--- src/rtl/mem_arbiter.sv ---
// Two-port round-robin arbiter that sequences single LOAD/STORE transactions onto the
// data-memory port, with timeout and misaligned-address error responses.
package simple_processor_pkg;
    localparam int DATA_WIDTH = 32;
endpackage

module mem_arbiter
    import simple_processor_pkg::*;
#(
    parameter int TIMEOUT_CYCLES   = 16,
    parameter bit ADDR_ALIGN_CHECK = 1'b1
) (
    input  logic                  clk_i,
    input  logic                  arst_ni,

    input  logic                  req0_valid_i,
    output logic                  req0_ready_o,
    input  logic                  req0_we_i,
    input  logic [DATA_WIDTH-1:0] req0_addr_i,
    input  logic [DATA_WIDTH-1:0] req0_wdata_i,
    output logic                  rsp0_valid_o,
    output logic [DATA_WIDTH-1:0] rsp0_rdata_o,
    output logic                  rsp0_err_o,

    input  logic                  req1_valid_i,
    output logic                  req1_ready_o,
    input  logic                  req1_we_i,
    input  logic [DATA_WIDTH-1:0] req1_addr_i,
    input  logic [DATA_WIDTH-1:0] req1_wdata_i,
    output logic                  rsp1_valid_o,
    output logic [DATA_WIDTH-1:0] rsp1_rdata_o,
    output logic                  rsp1_err_o,

    output logic                  mem_req_o,
    output logic                  mem_we_o,
    output logic [DATA_WIDTH-1:0] mem_addr_o,
    output logic [DATA_WIDTH-1:0] mem_wdata_o,
    input  logic                  mem_gnt_i,
    input  logic                  mem_rvalid_i,
    input  logic [DATA_WIDTH-1:0] mem_rdata_i
);

    localparam int CNT_W = (TIMEOUT_CYCLES > 0) ? $clog2(TIMEOUT_CYCLES + 1) : 1;

    typedef enum logic [1:0] {
        S_IDLE,
        S_ISSUE,
        S_WAIT_RSP,
        S_RESP
    } state_t;

    state_t                state;
    logic                  port_q;
    logic                  last_grant;
    logic                  we_q;
    logic                  mem_req_q;
    logic [DATA_WIDTH-1:0] addr_q;
    logic [DATA_WIDTH-1:0] wdata_q;
    logic                  rsp_valid_q;
    logic                  rsp_err_q;
    logic [DATA_WIDTH-1:0] rsp_rdata_q;
    logic [CNT_W-1:0]      cnt;

    logic                  any_valid;
    logic                  sel;
    logic                  accept;
    logic                  sel_we;
    logic [DATA_WIDTH-1:0] sel_addr;
    logic [DATA_WIDTH-1:0] sel_wdata;
    logic                  misaligned;
    logic [CNT_W-1:0]      cnt_inc;
    logic                  timeout_hit;

    // Selection: a lone requester wins; on a tie the port not served last time wins.
    always_comb begin
        any_valid   = req0_valid_i | req1_valid_i;
        sel         = (req0_valid_i && req1_valid_i) ? ~last_grant : req1_valid_i;
        accept      = arst_ni && (state == S_IDLE) && any_valid;
        sel_we      = sel ? req1_we_i    : req0_we_i;
        sel_addr    = sel ? req1_addr_i  : req0_addr_i;
        sel_wdata   = sel ? req1_wdata_i : req0_wdata_i;
        misaligned  = ADDR_ALIGN_CHECK && (sel_addr[1:0] != 2'b00);
        cnt_inc     = cnt + CNT_W'(1);
        timeout_hit = (TIMEOUT_CYCLES != 0) && (cnt_inc == CNT_W'(TIMEOUT_CYCLES));
    end

    assign req0_ready_o = accept & ~sel;
    assign req1_ready_o = accept &  sel;

    assign mem_req_o   = mem_req_q;
    assign mem_we_o    = mem_req_q & we_q;
    assign mem_addr_o  = mem_req_q ? addr_q  : '0;
    assign mem_wdata_o = mem_req_q ? wdata_q : '0;

    // port_q only changes in IDLE, while the response registers are already cleared.
    assign rsp0_valid_o = rsp_valid_q & ~port_q;
    assign rsp1_valid_o = rsp_valid_q &  port_q;
    assign rsp0_err_o   = rsp_err_q   & ~port_q;
    assign rsp1_err_o   = rsp_err_q   &  port_q;
    assign rsp0_rdata_o = port_q ? '0 : rsp_rdata_q;
    assign rsp1_rdata_o = port_q ? rsp_rdata_q : '0;

    always_ff @(posedge clk_i or negedge arst_ni) begin
        if (!arst_ni) begin
            state       <= S_IDLE;
            port_q      <= 1'b0;
            last_grant  <= 1'b1;
            we_q        <= 1'b0;
            addr_q      <= '0;
            wdata_q     <= '0;
            mem_req_q   <= 1'b0;
            rsp_valid_q <= 1'b0;
            rsp_err_q   <= 1'b0;
            rsp_rdata_q <= '0;
            cnt         <= '0;
        end else begin
            case (state)
                S_IDLE: begin
                    cnt <= '0;
                    if (any_valid) begin
                        port_q  <= sel;
                        we_q    <= sel_we;
                        addr_q  <= sel_addr;
                        wdata_q <= sel_wdata;
                        if (misaligned) begin
                            state       <= S_RESP;
                            rsp_valid_q <= 1'b1;
                            rsp_err_q   <= 1'b1;
                            rsp_rdata_q <= '0;
                        end else begin
                            state     <= S_ISSUE;
                            mem_req_q <= 1'b1;
                        end
                    end
                end

                // A grant that completes a store beats a coincident timeout.
                S_ISSUE: begin
                    cnt <= cnt_inc;
                    if (mem_gnt_i && we_q) begin
                        state       <= S_RESP;
                        mem_req_q   <= 1'b0;
                        rsp_valid_q <= 1'b1;
                        rsp_err_q   <= 1'b0;
                        rsp_rdata_q <= '0;
                    end else if (timeout_hit) begin
                        state       <= S_RESP;
                        mem_req_q   <= 1'b0;
                        rsp_valid_q <= 1'b1;
                        rsp_err_q   <= 1'b1;
                        rsp_rdata_q <= '0;
                    end else if (mem_gnt_i) begin
                        state     <= S_WAIT_RSP;
                        mem_req_q <= 1'b0;
                    end
                end

                S_WAIT_RSP: begin
                    cnt <= cnt_inc;
                    if (mem_rvalid_i) begin
                        state       <= S_RESP;
                        rsp_valid_q <= 1'b1;
                        rsp_err_q   <= 1'b0;
                        rsp_rdata_q <= mem_rdata_i;
                    end else if (timeout_hit) begin
                        state       <= S_RESP;
                        rsp_valid_q <= 1'b1;
                        rsp_err_q   <= 1'b1;
                        rsp_rdata_q <= '0;
                    end
                end

                S_RESP: begin
                    state       <= S_IDLE;
                    cnt         <= '0;
                    last_grant  <= port_q;
                    rsp_valid_q <= 1'b0;
                    rsp_err_q   <= 1'b0;
                    rsp_rdata_q <= '0;
                end

                default: begin
                    state     <= S_IDLE;
                    mem_req_q <= 1'b0;
                end
            endcase
        end
    end

endmodule

--- config.mk ---
export PLATFORM = sky130hd
export DESIGN_NAME = mem_arbiter
export DESIGN_NICKNAME = d
export VERILOG_FILES = /design/src/rtl/mem_arbiter.sv
export SDC_FILE = /design/constraint.sdc
export NUM_CORES = 1
export LEC_CHECK = 0
export ABC_AREA = 0
export CORE_ASPECT_RATIO = 1.25
export CORE_MARGIN = 3
export CORE_UTILIZATION = 36
export DETAILED_ROUTE_END_ITERATION = 8
export PLACE_DENSITY = 0.85
export SLEW_MARGIN = 20
export SYNTH_ARGS = -nofsm -noshare
export SYNTH_HDL_FRONTEND = slang
export SYNTH_SLANG_ARGS = --single-unit
--- constraint.sdc ---
create_clock -name clk_i -period 1.8 [get_ports clk_i]
set_input_delay 0.18 -clock clk_i [delete_from_list [all_inputs] [get_ports clk_i]]
set_output_delay 0.18 -clock clk_i [all_outputs]
set_load 0.01 [all_outputs]
After elaboration in Yosys (flattened, before gate mapping) --
Index checks and enable logic that the tools add are counted.
Storage, ports and cells: bits in registers 109, bits of input ports 168, output and inout port bits 136, logic and storage cells 84
Cells by class: $add $sub $neg 1, eq/ne operators 9, multiplexer cells 39, bitwise logic cells 11, reductions and logical operators 13
Operator list (number):
- 32-bit 2-to-1 mux | 11
- 32-bit one-hot mux with 4 select lines | 1
- 1-bit 2-to-1 mux | 15
- 2-bit 2-to-1 mux | 7
- 5-bit one-hot mux with 2 select lines | 1
- 1-bit one-hot mux with 4 select lines | 2
- 2-bit one-hot mux with 4 select lines | 1
- 1-bit bitwise AND | 7
- 2-bit != test (second input constant) | 3
- 5-bit by 1-bit adder with 5-bit output (second input constant) | 1
- 5-bit == test (second input constant) | 1
- 2-bit == test (second input constant) | 2
- 1-bit logical AND | 4
- 4-bit != test (second input constant) | 1
- 2-bit AND reduction | 2
- 4-bit AND reduction | 1
- 2-bit nonzero test | 2
- 2-bit OR reduction | 2
- 3-bit != test (second input constant) | 1
- 1-bit NOT | 3
- 3-bit AND reduction | 1
- 2-bit by 1-bit == test with 1-bit output (second input constant) | 1
- 2-bit zero test | 1
- 1-bit one-hot mux with 2 select lines | 1
- 1-bit bitwise OR | 1

Depth between registers and ports, before layout --
Gate-level depths: netlist (run 1).
word-level depth 7, depth in mapped cells 8, mapped depth without buffers 7

Worst setup path after synthesis (run 1) --
Ideal clock, no wire load.
path kind reg2reg, start register state[0], end register rsp_rdata_q[10], setup time 0.121 ns, data arrival time 1.751 ns, data required time 1.679 ns, slack -0.072 ns, stages on the path, launching flop included 9, path buffers 1, clock period less this slack 1.872 ns, cells stage by stage dfrtp_1 > inv_1 > ha_1 > nor3b_1 > mux2_4 > nor2_2 > o21ai_2 > buf_2 > a22o_1
Between the ends: longest elaborated chain between the ends 3, elaborated cells between the ends (all ways) 8, those cells by class 5 x eq/ne; 1 x mux; 2 x reduce/logical
RTL lines:
- start: declaration | RTL line 52 | state_t state;
- start signal: assignment | RTL line 105 | state <= S_IDLE;
- start signal: assignment | RTL line 126 | state <= S_RESP;
- start signal: assignment | RTL line 131 | state <= S_ISSUE;
- 2-bit zero test | RTL line 117 | case (state)
- 2-bit != test (no source line)
- 2-bit AND reduction (no source line)
- end signal: assignment | RTL line 164 | rsp_rdata_q <= mem_rdata_i;
- end: declaration | RTL line 61 | logic [DATA_WIDTH-1:0] rsp_rdata_q;
Parallel ways exist; a longest one is shown, timed or not. A chain may end at the register's enable or synchronous reset.

Final worst setup path (run 1) --
start register state[1], end register rsp_rdata_q[13]
The elaborated chain is that of the path after synthesis.

==> results of run 1 <==
## cell type report
type / count / share of cell area [%]
inverters: 5 / 0.219
flip-flops and latches: 109 / 28.2
clock buffers: 11 / 2.61
repair buffers: 356 / 36.3
clock inverters: 5 / 0.413
well taps: 208 / 2.68
multi-input cells: 418 / 29.6
## power by group through the flow
stage	Clock [mW]	Combinational, mW	Sequential (mW)
2_1_floorplan	0	3.39	3.80
3_3_place_gp	0	6.64	3.92
3_5_place_dp	0	6.78	3.96
4_1_cts	2.02	7.06	3.93
5_1_grt	2.12	7.76	4.07
6_report	1.97	7.16	3.94
## cell families (layout without fill, tap and decap cells)
group | count (synthesis) | after routing | synth area share [%]
and+or+nand+nor | 224 | 224 | 21.6
AOI/OAI and AO/OA | 119 | 119 | 13.3
DFF | 109 | 109 | 47.9
muxes | 67 | 67 | 11.9
buffers and inverters | 47 | 377 | 3.78
adders and majority gates | 5 | 5 | 1.10
xor gates and xnor gates | 3 | 3 | 0.461
## metal layers
| layer | GRT usage (%) | wire length, µm | up-vias | part of all wire, % |
|---|---|---|---|---|
| li1 | - | - | 2598 | - |
| met5 | 0 | 0 | - | 0 |
| met2 | 37.9 | 10000 | 243 | 53 |
| met1 | 23.1 | 6990 | 2504 | 37 |
| met3 | 4.69 | 1380 | 33 | 7.3 |
| met4 | 8.93 | 631 | 0 | 3.3 |
## worst max-delay path, stage by stage (launching register included)
cell and delay, ns:
dfrtp_1 0.39, inv_2 0.06, ha_4 0.17, nor3b_4 0.15
mux2_4 0.31, nor2_4 0.13, o21ai_4 0.10, buf_6 0.15
buf_16 0.14, a22o_1 0.23
## cell usage in the layout, fill, tap and decap left out, types with 2 or more instances in the layout
master / n
inv_6: 3
ha_1: 3
o21ai_4: 2
mux2i_1: 65
o221ai_1: 2
nand2_1: 69
nor2_1: 7
dfrtp_1: 106
buf_2: 11
buf_16: 5
inv_1: 2
a21oi_1: 4
nor2_4: 2
and2_1: 99
inv_2: 2
o21ai_0: 69
clkbuf_2: 2
nand3_1: 2
clkbuf_8: 2
dlygate4sd2_1: 113
xor2_1: 2
buf_4: 30
buf_6: 6
nor2b_1: 33
clkdlybuf4s50_1: 169
dlymetal6s2s_1: 2
clkbuf_16: 11
a22o_1: 33
buf_12: 9
dfrtp_2: 2
nor3b_4: 2
clkdlybuf4s15_1: 5
## Yosys cell counts (all sizes together)
| library cell | instances | share of area, % |
|---|---|---|
| a211o | 1 | 0.15 |
| a211oi | 1 | 0.13 |
| a21boi | 1 | 0.13 |
| a21o | 1 | 0.13 |
| a21oi | 5 | 0.44 |
| a22o | 33 | 5.1 |
| a32oi | 1 | 0.15 |
| and2 | 100 | 11 |
| and3 | 1 | 0.11 |
| and4b | 1 | 0.18 |
| buf | 14 | 1.6 |
| clkbuf | 28 | 1.8 |
| dfrtp | 108 | 47 |
| dfstp | 1 | 0.46 |
| ha | 5 | 1.1 |
| inv | 5 | 0.33 |
| mux2 | 2 | 0.46 |
| mux2i | 65 | 11 |
| nand2 | 70 | 4.6 |
| nand3 | 2 | 0.18 |
| nor2 | 9 | 0.64 |
| nor2b | 35 | 3.8 |
| nor3 | 1 | 0.18 |
| nor3b | 3 | 0.40 |
| nor4 | 1 | 0.37 |
| o21ai | 71 | 6.3 |
| o221ai | 2 | 0.31 |
| o22a | 1 | 0.15 |
| o2bb2ai | 1 | 0.15 |
| o41ai | 1 | 0.15 |
| or3 | 1 | 0.11 |
| xnor2 | 1 | 0.15 |
| xor2 | 2 | 0.31 |
## how the worst min path moves through the flow
stage	to	slack (ns)	start	cells past startpoint
finish	rsp_rdata_q[4]	0.21	arst_ni	2
global route	rsp_rdata_q[4]	0.22	arst_ni	2
CTS	rsp_rdata_q[3]	0.20	arst_ni	2
detailed placement	rsp_rdata_q[3]	0.01	arst_ni	1
global placement	rsp_rdata_q[3]	0.01	arst_ni	1
floorplan	addr_q[0]	-0.12	arst_ni	0
## registers in the layout, summed over array words and instances (netlist names)
name	flops
cnt	5
we_q	1
rsp_err_q	1
mem_req_o	1
wdata_q	32
rsp_rdata_q	32
port_q	1
last_grant	1
state	2
addr_q	32
rsp_valid_q	1
## stage by stage
step	cell area (µm²)	instances	hold WS [ns]	setup slack [ns]
after floorplan	5700	574	-0.116	0.00928
after detailed placement	9180	1076	0.0134	-0.229
after global routing	9700	1112	0.221	-0.211
final	9700	1112	0.208	-0.140
after CTS	9640	1108	0.199	-0.129
after global placement	9180	1076	0.0113	-0.171
## what timing repair did
item / CTS / global route
pin swaps: 22 / 3
setup buffers: 11 / 4
hold buffers: 1 / 0
endpoints found under the setup margin: 168 / 46
gates resized for setup: 186 / 23
hold endpoints to repair: 4 / 0
gates cloned: 6 / 2
==> results.yml, run 1 <==
status:
  outcome: "finished, violations left"
  violations: "negative setup slack"
clock_tree:
  clk_latency_ns: 0.34
  clkSlewWorstSetupHoldPaths_ns: 0.08
  htree_levels: 3
  clockRootBuffer: "clkbuf_16"
  numClockSinks: 109
  cts_max_path_buffers: 2
  cts_buffers: 9
  cts_tree: "built"
power_and_ir_drop:
  p_per_area_mw_per_mm2: 1350
  p_leak_nw: 4.82
  p_clk_share_pct: 15.1
  pwr-share-comb_pct: 54.8
  swShare_pct: 37.8
  seqPwrFrac_pct: 30.2
  irDropWorstVdd_uv: 772
  intPower_mw: 8.13
  p_total_mw: 13.1
  p_sw_mw: 4.94
synthesis:
  yosysWarnings: 0
  ys_types: 39
  netlist_area_mm2: 0.00570
  synthCells: 574
  ys_ff_latch: 109
  syn_nets: 747
  seq_area_frac_synth_pct: 47.9
  synth_area_per_cell_um2: 9.92
worst_setup_path:
  worst_r2r_path_depth: 9
  crit_path_start: "state[1]"
  arrival_ns: 2.16
  regToRegSetupSlack_ns: -0.14
  critPathCapture: "rsp_rdata_q[13]"
  end_kind: "flip-flop"
  cp-start-kind: "flip-flop"
  critPathRequiredTime_ns: 2.02
  reg2reg_to: "rsp_rdata_q[13]"
  cp_max_fo: 8
  crit_type: "reg2reg"
  r2r_start: "state[1]"
sta:
  hold_violations: 0
  max_freq_ghz: 0.515
  rsz0062_at_grt: "yes"
  relSlewSlack_pct: 48.5
  postLayoutSetupSlackWorst_ns: -0.140
  tightest_slew_ns: 0.773
  finalCriticalPeriod_ns: 1.94
  clock_skew_ns: 0.00810
  finalMaxSlewViolations: 0
  fin_crit_sh_pct: 108
  tns_ns: -3.32
  setup_viol: 32
drt:
  vias_per_cell: 4.84
  first_pass_iters: 4
  wl_per_cell_um: 17.1
  drc: 0
  drt-initial-drc-count: 240
  num_vias: 5378
  drt-total-wl_um: 19000
  drtAntennaViolNets: 0
die:
  die_w_um: 119
  fp.dieH_um: 147
  pin_count: 304
  row_count: 50
  core-area_mm2: 0.0153
  fp.dieArea_mm2: 0.0174
  start_util_pct: 37.3
final_layout:
  antenna_cells: 0
  area_delta_synth_final_pct: 70.3
  multi_input_area_mm2: 0.00287
  fin_nets: 1072
  fillers: 1329
  drive_above_1_share_pct: 11.9
  post-route-util_pct: 63.5
  seq_area_mm2: 0.00273
job:
  drv_cap: 0
global_routing:
  grt_overflow: 0
  grt_pass1_wl_um: 28900
  grt_max_degree: 74
  antenna_found_initial: 0
  grtUsageTotal_pct: 20.8
  first_global_vias: 5444
min_path:
  hold_path.class: "in2async"
placement:
  gp_congestion: 0.850
  io_buffers: 303
  place_hpwl_um: 13400
Note: power is estimated with default switching activity, not from simulation.
==> inputs of run 2 (changes only) <==
--- a/config.mk
+++ b/config.mk
@@ -6,10 +6,12 @@
 export NUM_CORES = 1
 export LEC_CHECK = 0
 export ABC_AREA = 0
+export ABC_CLOCK_PERIOD_IN_PS = 1800
 export CORE_ASPECT_RATIO = 1.25
 export CORE_MARGIN = 3
 export CORE_UTILIZATION = 36
 export DETAILED_ROUTE_END_ITERATION = 8
+export GPL_TIMING_DRIVEN = 0
 export PLACE_DENSITY = 0.85
 export SLEW_MARGIN = 20
 export SYNTH_ARGS = -nofsm -noshare
==> results.yml, run 2 (same netlist as run 1, synthesis figures left out) <==
final_layout:
  fin_nets: 1091
  drive_above_1_share_pct: 15.9
  final_cell_mix: "clkdlybuf4s50_1 (167), dfrtp_1 (106), and2_1 (100), dlygate4sd2_1 (71)"
  area_delta_synth_final_pct: 67.7
  fillers: 1354
  final_common_cell: "clkdlybuf4s50_1"
  final_cell_area_mm2: 0.00956
  fin_cells: 1131
  top_regs: "addr_q x32, rsp_rdata_q x32, wdata_q x32"
  antenna_cells: 0
  post-route-util_pct: 62.6
power_and_ir_drop:
  p_leak_nw: 4.82
  p_total_mw: 12.8
  irDropWorstVdd_uv: 672
  p_per_area_mw_per_mm2: 1340
drt:
  drc: 0
  vias_per_cell: 4.81
  num_vias: 5440
  first_pass_iters: 6
  wl_per_cell_um: 17.5
  drt-total-wl_um: 19800
  drt-initial-drc-count: 208
  drtAntennaViolNets: 0
min_path:
  hold_path.class: "in2async"
die:
  core-area_mm2: 0.0153
  fp.dieH_um: 147
  fp.dieArea_mm2: 0.0174
  start_util_pct: 37.3
  pin_count: 304
  die_w_um: 119
  row_count: 50
sta:
  setup_viol: 31
  finalCriticalPeriod_ns: 1.87
  holdWs_ns: -0.222
  tightest_slew_ns: 0.550
  hold_violations: 48
  fin_crit_sh_pct: 104
  clock_skew_ns: 0.0113
  relSlewSlack_pct: 63.3
  rsz0062_at_grt: "yes"
  max_freq_ghz: 0.534
  tns_ns: -1.12
  finalMaxSlewViolations: 0
  postLayoutSetupSlackWorst_ns: -0.0738
worst_setup_path:
  reg2reg_to: "rsp_rdata_q[26]"
  regToRegSetupSlack_ns: -0.05
  crit_type: "reg2out"
  end_kind: "output port"
  arrival_ns: 1.69
  critPathRequiredTime_ns: 1.62
  r2r_start: "state[1]"
  cp_max_fo: 7
  worst_r2r_path_depth: 8
  cp-start-kind: "flip-flop"
clock_tree:
  cts_max_path_buffers: 2
  clockRootBuffer: "clkbuf_16"
  clk_latency_ns: 0.34
  cts_buffers: 9
  numClockSinks: 109
  cts_tree: "built"
  htree_levels: 3
  clkSlewWorstSetupHoldPaths_ns: 0.07
status:
  violations: "negative hold slack, negative setup slack"
  outcome: "finished, violations left"
global_routing:
  grtUsageTotal_pct: 21.7
  grt_max_degree: 63
  first_global_vias: 5466
  grt_pass1_wl_um: 29800
  grt_overflow: 0
  antenna_found_initial: 0
placement:
  dp_slack_ns: -1.08
  gp_congestion: 0.835
  dpl_cell_area_mm2: 0.00903
  io_buffers: 303
  place_hpwl_um: 15100
  dp.cells: 1086
job:
  drv_cap: 0
run 2: changes by cell type in the layout (fill, tap and decap cells not counted), sizes merged:
cell           before  now
dlygate4sd3         1    0
clkdlybuf4s50     169  167
clkbuf             15   66
clkinvlp            0    1
clkdlybuf4s15       5    3
buf                61   67
inv                 8    5
dlymetal6s2s        2   14
bufbuf              1    0
dlygate4sd2       113   71
run 2: cell type report:
class | count | area, µm² | share of cell area (%)
clock inverters | 3 | 21.3 | 0.223
multi-input cells | 418 | 2860 | 29.9
clock buffers | 13 | 250 | 2.62
plain buffers | 39 | 370 | 3.88
well taps | 208 | 260 | 2.72
flip-flops and latches | 109 | 2730 | 28.6
repair buffers | 336 | 3050 | 31.9
inverters | 5 | 18.8 | 0.196
run 2: power by group:
| group | internal [mW] | total [mW] | leakage (nW) | switching [mW] |
|---|---|---|---|---|
| clock network | 0.981 | 1.86 | 0.130 | 0.877 |
| logic | 3.51 | 7.03 | 3.29 | 3.52 |
| registers | 3.41 | 3.93 | 1.40 | 0.522 |
run 2: how the worst max path moves through the flow:
stage,start,endpoint,slack (ns),cells after the start
after floorplan,state[0],rsp_rdata_q[10],0.009,8
after global placement,arst_ni,req1_ready_o,-3.90,3
after detailed placement,req1_valid_i,req0_ready_o,-1.08,6
after CTS,state[1],req0_ready_o,-0.17,7
after global routing,state[1],req0_ready_o,-0.16,7
final,state[1],req0_ready_o,-0.07,7
run 2: critical path, stage by stage (launching register included):
cell	delay (ns)
dfrtp_1	0.39
inv_2	0.10
ha_4	0.19
o21ai_4	0.08
buf_8	0.14
clkbuf_16	0.15
nor3b_4	0.15
buf_2	0.16
run 2: timing repair:
action | CTS | global route
pin swaps | 2 | 35
cloned | 1 | 3
setup endpoints to repair | 233 | 125
endpoints found under the hold margin | 48 | 48
setup buffers | 15 | 13
gates resized for setup | 264 | 94
run 2: routing by layer:
| metal | global-route usage (%) | vias to the layer above | part of all wire, % |
|---|---|---|---|
| li1 | - | 2637 | - |
| met1 | 24.2 | 2581 | 38 |
| met2 | 41.6 | 212 | 55 |
| met3 | 5.15 | 10 | 6.6 |
| met4 | 4.81 | 0 | 0.80 |
| met5 | 0 | - | 0 |
==> inputs of run 3 (changes only) <==
--- a/config.mk
+++ b/config.mk
@@ -5,14 +5,15 @@
 export SDC_FILE = /design/constraint.sdc
 export NUM_CORES = 1
 export LEC_CHECK = 0
-export ABC_AREA = 0
+export ABC_AREA = 1
 export ABC_CLOCK_PERIOD_IN_PS = 1800
 export CORE_ASPECT_RATIO = 1.25
 export CORE_MARGIN = 3
-export CORE_UTILIZATION = 36
+export CORE_UTILIZATION = 37
 export DETAILED_ROUTE_END_ITERATION = 8
 export GPL_TIMING_DRIVEN = 0
 export PLACE_DENSITY = 0.85
+export SKIP_CTS_REPAIR_TIMING = 1
 export SLEW_MARGIN = 20
 export SYNTH_ARGS = -nofsm -noshare
 export SYNTH_HDL_FRONTEND = slang
==> results.yml, run 3 <==
drt:
  drtAntennaViolNets: 0
  first_pass_iters: 5
  drt-total-wl_um: 21800
  vias_per_cell: 4.69
  drt-initial-drc-count: 276
  wl_per_cell_um: 15.3
  num_vias: 6673
  drc: 0
final_layout:
  area_delta_synth_final_pct: 69.6
  fin_cells: 1424
  fillers: 1333
  final_cell_mix: "nand2_1 (199), inv_1 (178), clkdlybuf4s50_1 (167), dlymetal6s2s_1 (124)"
  top_regs: "addr_q x32, rsp_rdata_q x32, wdata_q x32"
  seq_area_mm2: 0.00273
  final_cell_area_mm2: 0.0104
  antenna_cells: 0
  multi_input_area_mm2: 0.00250
  drive_above_1_share_pct: 13.6
  fin_nets: 1378
  final_common_cell: "nand2_1"
global_routing:
  antenna_found_initial: 0
  grt_overflow: 0
  first_global_vias: 6307
  grt_max_degree: 68
  grtUsageTotal_pct: 21.3
  grt_pass1_wl_um: 31000
sta:
  hold_violations: 0
  fin_crit_sh_pct: 105
  relSlewSlack_pct: 67.9
  setup_viol: 2
  postLayoutSetupSlackWorst_ns: -0.0860
  finalMaxSlewViolations: 0
  holdWs_ns: 0.387
  finalCriticalPeriod_ns: 1.89
  rsz0062_at_grt: "yes"
  tightest_slew_ns: 0.482
  clock_skew_ns: 0.0112
  max_freq_ghz: 0.530
worst_setup_path:
  cp-start-kind: "flip-flop"
  cp_cell_sequence: "inv_2, ha_4, inv_2, nor2_4, inv_4, buf_6, nor3_2, buf_2"
  end_kind: "output port"
  cpMostUsedCell: "inv_2"
  crit_type: "reg2out"
  critPathMaxStageDelay_ns: 0.43
  arrival_ns: 1.71
  critPathRequiredTime_ns: 1.62
  cp_max_fo: 10
  regToRegSetupSlack_ns: 0.10
  slowest_stage: "dfrtp_1"
synthesis:
  synth_area_per_cell_um2: 7.12
  synth_most_common_cell: "nand2_1"
  yosysWarnings: 0
  netlist_area_mm2: 0.00615
  ys_top_cells_by_count: "nand2_1 (201), inv_1 (180), dfrtp_1 (108)"
  synthFlopType: "dfrtp_1"
  ys_ff_latch: 109
  async_reset_ff_share_pct: 100
  synth_top_area_cell: "dfrtp_1"
  synth_edf_count: 0
  synthCells: 865
  syn_nets: 1038
  synth_area_leaders: "dfrtp_1 (44%), nand2_1 (12%), inv_1 (11%)"
  ys_types: 29
  seq_area_frac_synth_pct: 44.3
  yosysTopAreaCellShare_pct: 43.9
die:
  fp.dieH_um: 150
  core-area_mm2: 0.0163
  die_w_um: 121
  start_util_pct: 37.8
  row_count: 52
  pin_count: 304
  fp.dieArea_mm2: 0.0182
placement:
  gp_congestion: 0.836
  dpl_cell_area_mm2: 0.00949
  io_buffers: 303
  place_hpwl_um: 16000
  dp.cells: 1385
clock_tree:
  htree_levels: 3
  clkSlewWorstSetupHoldPaths_ns: 0.07
  cts_max_path_buffers: 2
  clockRootBuffer: "clkbuf_16"
  cts_buffers: 9
  numClockSinks: 109
  cts_tree: "built"
  clk_latency_ns: 0.34
job:
  drv_cap: 0
power_and_ir_drop:
  p_per_area_mw_per_mm2: 1350
  p_leak_nw: 7.27
  irDropWorstVdd_uv: 693
status:
  outcome: "finished, violations left"
  violations: "negative setup slack"
min_path:
  hold_path.class: "in2reg"
run 3: cell types whose count changed after synthesis, moves of 61 or more:
cell,before,now
and2_1,100,0
inv_1,5,180
o21ai_1,1,62
nand2_1,70,201
mux2i_1,65,0
nor2_1,8,106
run 3: per-layer routing:
| layer | wire length (µm) | GRT usage, % | share of wire, % |
|---|---|---|---|
| met5 | 0 | 0 | 0 |
| met4 | 543 | 6.61 | 2.5 |
| met3 | 1760 | 6.20 | 8.1 |
| met2 | 11600 | 40.2 | 53 |
| met1 | 7880 | 22.7 | 36 |
run 3: path summary, 6_finish.rpt:
kind / cells past startpoint / end / startpoint
max: 8 / req0_ready_o / state[0]
min: 3 / rsp_rdata_q[6] / mem_rdata_i[6]
max reg2reg: 8 / rsp_rdata_q[11] / last_grant
min reg2reg: 1 / cnt[0] / cnt[0]
max in group asynchronous: 3 / addr_q[11] / arst_ni
min in group asynchronous: 3 / addr_q[26] / arst_ni
run 3: area by class of cell:
| cell class | count | area share (%) |
|---|---|---|
| Clock buffer | 10 | 2.19 |
| Clock inverter | 4 | 0.719 |
| Inverter | 183 | 6.60 |
| Buffer | 47 | 3.68 |
| Timing Repair Buffer | 330 | 34.1 |
| Sequential cell | 109 | 26.2 |
| Multi-Input combinational cell | 525 | 24.0 |
| Tap cell | 216 | 2.59 |
run 3: cell families after synthesis:
group	Yosys count	share of synthesized area (%)
AND/OR/NAND/NOR	346	23.0
flip-flops	109	44.3
AO/OA/AOI/OAI	173	16.1
multiplexers	1	0.183
adder cells (fa/ha/maj)	5	1.02
buffers and inverters	231	15.3
run 3: critical path: cells and delay by family (launching register included):
family / cells / cell delay [ns]
flip-flops: 1 / 0.43
AND/OR/NAND/NOR: 2 / 0.26
buffers and inverters: 5 / 0.53
adder cells (fa/ha/maj): 1 / 0.15
run 3: power breakdown:
part	total [mW]	internal (mW)	switching, mW
Combinational	7.85	3.74	4.11
Sequential	4.20	3.49	0.709
Clock	2.08	1.21	0.877
Total	14.1	8.43	5.70
run 3: per-stage QoR:
step | utilization (%) | power [mW] | worst slack [ns] | setup TNS, ns
final | 64.2 | 14.1 | -0.0860 | -0.0907
after global routing | 64.2 | 15.2 | -0.212 | -0.777
after CTS | 60.2 | 13.8 | -1.26 | -90.95
after detailed placement | 58.3 | 11.6 | -0.906 | -46.14
after global placement | 58.1 | 11.4 | -3.98 | -468.69
after floorplan | - | 8.09 | 0.105 | 0
